--- src/rtl/ebob_sched.sv ---
// Two-requester GCD scheduler: grants one job at a time round-robin and
// solves it on a shared subtractive GCD datapath (IDLE -> CALC -> DONE).
module ebob_sched #(
  parameter int WIDTH = 4
) (
  input  logic             clk,
  input  logic             clkrst,
  input  logic             req0_valid,
  input  logic [WIDTH-1:0] req0_a,
  input  logic [WIDTH-1:0] req0_b,
  output logic             req0_ready,
  input  logic             req1_valid,
  input  logic [WIDTH-1:0] req1_a,
  input  logic [WIDTH-1:0] req1_b,
  output logic             req1_ready,
  output logic             res_valid,
  output logic [WIDTH-1:0] res_gcd,
  output logic             res_id,
  input  logic             res_ready,
  output logic             busy,
  output logic [7:0]       jobs_done
);

  typedef enum logic [1:0] {IDLE, CALC, DONE} state_t;

  state_t           state_q, state_d;
  logic [WIDTH-1:0] a_q, a_d, b_q, b_d, gcd_q, gcd_d;
  logic             id_q, id_d, last_q, last_d;
  logic [7:0]       jobs_q, jobs_d;
  logic             grant_id;

  // Handshakes: a transfer happens on a rising edge where valid && ready are
  // both high; ready never depends on the same-cycle transfer of the other side
  // beyond its own valid, and the producer holds valid/data until it transfers.
  always_comb begin
    state_d    = state_q;
    a_d        = a_q;
    b_d        = b_q;
    gcd_d      = gcd_q;
    id_d       = id_q;
    last_d     = last_q;
    jobs_d     = jobs_q;
    req0_ready = 1'b0;
    req1_ready = 1'b0;
    grant_id   = (req0_valid && req1_valid) ? ~last_q : req1_valid;

    case (state_q)
      IDLE: begin
        req0_ready = req0_valid && !grant_id && !clkrst;
        req1_ready = req1_valid &&  grant_id && !clkrst;
        if (req0_ready || req1_ready) begin
          a_d     = grant_id ? req1_a : req0_a;
          b_d     = grant_id ? req1_b : req0_b;
          id_d    = grant_id;
          last_d  = grant_id;
          state_d = CALC;
        end
      end
      CALC: begin
        if (a_q == '0) begin
          gcd_d   = b_q;
          state_d = DONE;
        end else if (b_q == '0) begin
          gcd_d   = a_q;
          state_d = DONE;
        end else if (a_q == b_q) begin
          gcd_d   = a_q;
          state_d = DONE;
        end else if (a_q > b_q) begin
          a_d = a_q - b_q;
        end else begin
          b_d = b_q - a_q;
        end
      end
      DONE: begin
        if (res_ready) begin
          state_d = IDLE;
          jobs_d  = jobs_q + 8'd1;
        end
      end
      default: state_d = IDLE;
    endcase
  end

  always_ff @(posedge clk) begin
    if (clkrst) begin
      state_q <= IDLE;
      a_q     <= '0;
      b_q     <= '0;
      gcd_q   <= '0;
      id_q    <= 1'b0;
      last_q  <= 1'b1;  // req0 wins the first contended grant
      jobs_q  <= 8'd0;
    end else begin
      state_q <= state_d;
      a_q     <= a_d;
      b_q     <= b_d;
      gcd_q   <= gcd_d;
      id_q    <= id_d;
      last_q  <= last_d;
      jobs_q  <= jobs_d;
    end
  end

  assign res_valid = (state_q == DONE);
  assign res_gcd   = gcd_q;
  assign res_id    = id_q;
  assign busy      = (state_q != IDLE);
  assign jobs_done = jobs_q;

endmodule

--- config.mk ---
export PLATFORM = sky130hd
export DESIGN_NAME = ebob_sched
export DESIGN_NICKNAME = d
export VERILOG_FILES = /design/src/rtl/ebob_sched.sv
export SDC_FILE = /design/constraint.sdc
export NUM_CORES = 1
export LEC_CHECK = 0
export ABC_AREA = 1
export BUFFER_PORTS_ARGS = -buffer_cell sky130_fd_sc_hd__buf_2
export CAP_MARGIN = 15
export CORE_ASPECT_RATIO = 1.2
export CORE_MARGIN = 1
export CORE_UTILIZATION = 30
export CTS_BUF_LIST = sky130_fd_sc_hd__clkbuf_4 sky130_fd_sc_hd__clkbuf_8
export DETAILED_ROUTE_END_ITERATION = 16
export PLACE_DENSITY = 0.55
export SYNTH_ARGS = -nofsm -noshare
export SYNTH_HDL_FRONTEND = slang
export SYNTH_SLANG_ARGS = --single-unit
--- constraint.sdc ---
create_clock -name clk -period 3.7 [get_ports clk]
set_input_delay 0.925 -clock clk [delete_from_list [all_inputs] [get_ports clk]]
set_output_delay 0.925 -clock clk [all_outputs]
set_load 0.03 [all_outputs]
==> flow_metrics.tcl <==
set metrics [dict create \
    status "finished clean" \
    switching_share_pct 50.54 \
    syn-num-nets 259 \
    worst_ep_required_time_ns 2.77 \
    cts_max_level 1 \
    seqPwrFrac_pct 26.0 \
    die_h_um 80.65 \
    cap_viol_max_count 0 \
    pin_count 38 \
    routed_via_density 4.708 \
    grt.overflow.total 0 \
    final_cell_mix "47 x nand2_1, 40 x nor2_1, 37 x buf_2" \
    holdCritStartpoint "last_q" \
    grt_pass1_vias 1422 \
    vias 1530 \
    switching_power_uw 743.3 \
    hold_viol_final 0 \
    path_max_fanout 10 \
    tightest_slew_ns 0.5551 \
    drt_iter0_markers 49 \
    totalWireLength_um 3604 \
    rows 28 \
    cp.arrival_ns 1.84 \
    clk_latency_ns 0.27 \
    yosysSeqAreaShare_pct 31.07 \
    wire_per_inst_um 11.09 \
    cts_buffers 3 \
    fin_cells 325 \
    postCtsResizedCells 0 \
    fp.dieArea_mm2 0.005447 \
    maxSlewHeadroom_pct 62.95 \
    rsz0062_at_grt "no" \
    fin_setup_tns_ns 0 \
    cts-root-buf "clkbuf_8" \
    yosys.area.top_type "dfxtp_1" \
    syn_area_per_cell_um2 6.783 \
    grt_pass1_wl_um 6023 \
    min_to "last_q" \
    hold_path_depth 2 \
    synthCells 228 \
    netlist_area_mm2 0.001546 \
    cts_tree "yes" \
    cts_setup_buffers 0 \
    end_kind "output port" \
    drc 0 \
    initial_core_util_pct 31.31 \
    worst_r2r_path_depth 10 \
    clock.fmax_ghz 0.3622 \
    finish.instance_area_mm2 0.001823 \
    p_clk_share_pct 12.2 \
    io_buffers 37 \
    slew_violations 0 \
    synth_top_cell_area_share_pct 31.07 \
    ant_nets 0 \
    hold_path_class "reg2reg" \
    cts_sinks 24 \
    placed_cells_incl_taps 321 \
    core_area_mm2 0.004940 \
    ff2ff_setup_slack_ns 1.74 \
    rr_startpoint "a_q[1]" \
    synth_cell_types 30 \
    antenna_found_initial 0 \
    dpl.hpwl_um 2898 \
    syn_to_final_growth_pct 17.88 \
    globalRouteTotalUtil_pct 14.24 \
    ir_drop_uv 225.1 \
    post_dp_cell_area_mm2 0.001768 \
    finalSetupViolations 0 \
    clock_path_buffers 2 \
    layout_commonest_cell "nand2_1" \
    internal_power_uw 727.3 \
    die_x_um 67.54 \
    clk_pin_slew_worst_paths_ns 0.08 \
    yosysWarningCount 0 \
    pwr-share-comb_pct 61.8 \
    start_kind "input pin" \
    diodes 0 \
    fin_crit_sh_pct 74.62 \
    power.density_mw_per_mm2 806.7 \
    gp_congestion 0.8164 \
    worst-setup-path-type "in2out" \
    min_period_ns 2.761 \
    hold_buffers 0 \
    synthTopCellsByArea "dfxtp_1 31%, nand2_1 11%, nor2_1 9.7%" \
    timing.rr.end "a_q[3]" \
    nNetsFinal 297 \
    leakagePower_nw 0.9451 \
    drive_gt1_share_pct 18.87 \
    drtPass1Iterations 4 \
    fin_skew_ns 0.005387 \
    grt_max_degree 19 \
    ys_ff_latch 24 \
]
==> cell type report <==
cell class / count / area, um2
multi-input cells: 172 / 922.1
clock buffers: 4 / 55.05
flip-flops and latches: 24 / 480.5
fillers: 577 / 3117
well taps: 60 / 75.07
repair buffers: 37 / 185.2
inverters: 28 / 105.1
==> metrics by stage <==
| stage | total power, mW | setup slack, ns | hold slack [ns] | util [%] |
|---|---|---|---|---|
| 2_1_floorplan | 1.121 | 0.6171 | 0.4287 | - |
| 3_5_place_dp | 1.304 | 0.9114 | 0.4628 | 35.79 |
| 4_1_cts | 1.487 | 0.9085 | 0.4850 | 36.90 |
| 6_report | 1.471 | 0.9391 | 0.4798 | 36.90 |
| 3_3_place_gp | 1.305 | 0.9344 | 0.4607 | 35.79 |
| 5_1_grt | 1.634 | 0.8077 | 0.5155 | 36.90 |
==> metal layers <==
metal,vias up,routed length [um],track usage [%]
met1,684,1692,17.11
met2,32,1748,25.74
met5,-,0,0
met4,0,44,4.468
li1,809,-,-
met3,5,119,1.278
==> power groups by stage <==
stage / clock, mW / sequential (mW) / combinational (mW)
2_1_floorplan: 0 / 0.410 / 0.711
3_5_place_dp: 0 / 0.389 / 0.915
3_3_place_gp: 0 / 0.390 / 0.915
4_1_cts: 0.183 / 0.383 / 0.920
5_1_grt: 0.190 / 0.394 / 1.05
6_report: 0.179 / 0.383 / 0.909
==> registers in the layout, indices dropped and copies added, names as in the netlist <==
signal and cells:
a_q 4, b_q 4, jobs_done 8, last_q 1
res_gcd 4, res_id 1, state_q 2
==> kinds of logic after synthesis <==
| kind of cell | count (synthesis) | synth area share [%] |
|---|---|---|
| buffers and inverters | 32 | 9.304 |
| AO/OA/AOI/OAI | 33 | 11.81 |
| flip-flops | 24 | 31.07 |
| adder cells (fa/ha/maj) | 10 | 9.062 |
| XOR/XNOR | 4 | 2.266 |
| AND/OR/NAND/NOR | 125 | 36.49 |
==> worst max-delay path by stage <==
stage | from | to | slack [ns] | depth (start not counted)
after floorplan | req0_valid | req0_ready | 0.62 | 4
after global placement | req0_valid | req0_ready | 0.93 | 6
after detailed placement | req0_valid | req0_ready | 0.91 | 6
after CTS | req0_valid | req0_ready | 0.91 | 6
after global routing | req0_valid | req0_ready | 0.81 | 6
final | req0_valid | req0_ready | 0.94 | 6
==> worst max-delay path, stage by stage <==
cell and delay (ns):
buf_2 0.09, nand2_1 0.10, nand2_2 0.17, inv_1 0.13
nor4_1 0.17, buf_2 0.24
==> synthesized netlist by cell type <==
library cell   n
nand2_4        1
nor4_1         1
ha_1           8
nor3b_1        1
nand2_1       47
dfxtp_1       24
a31oi_1        5
nand2_2        1
nor2_4         2
nor3_2         1
o211a_1        1
nand3_2        1
o21ai_0       14
inv_1         26
buf_2          1
nand3_1       22
or2_2          1
xor2_1         3
or2_0          1
o21bai_1       2
xnor2_1        1
nor2_1        40
inv_2          2
and3_1         1
o22ai_1        1
nand4_1        2
buf_6          3
nand3b_1       3
a21oi_1       10
fa_1           2
No activity file was read; power rests on OpenSTA's default activity.
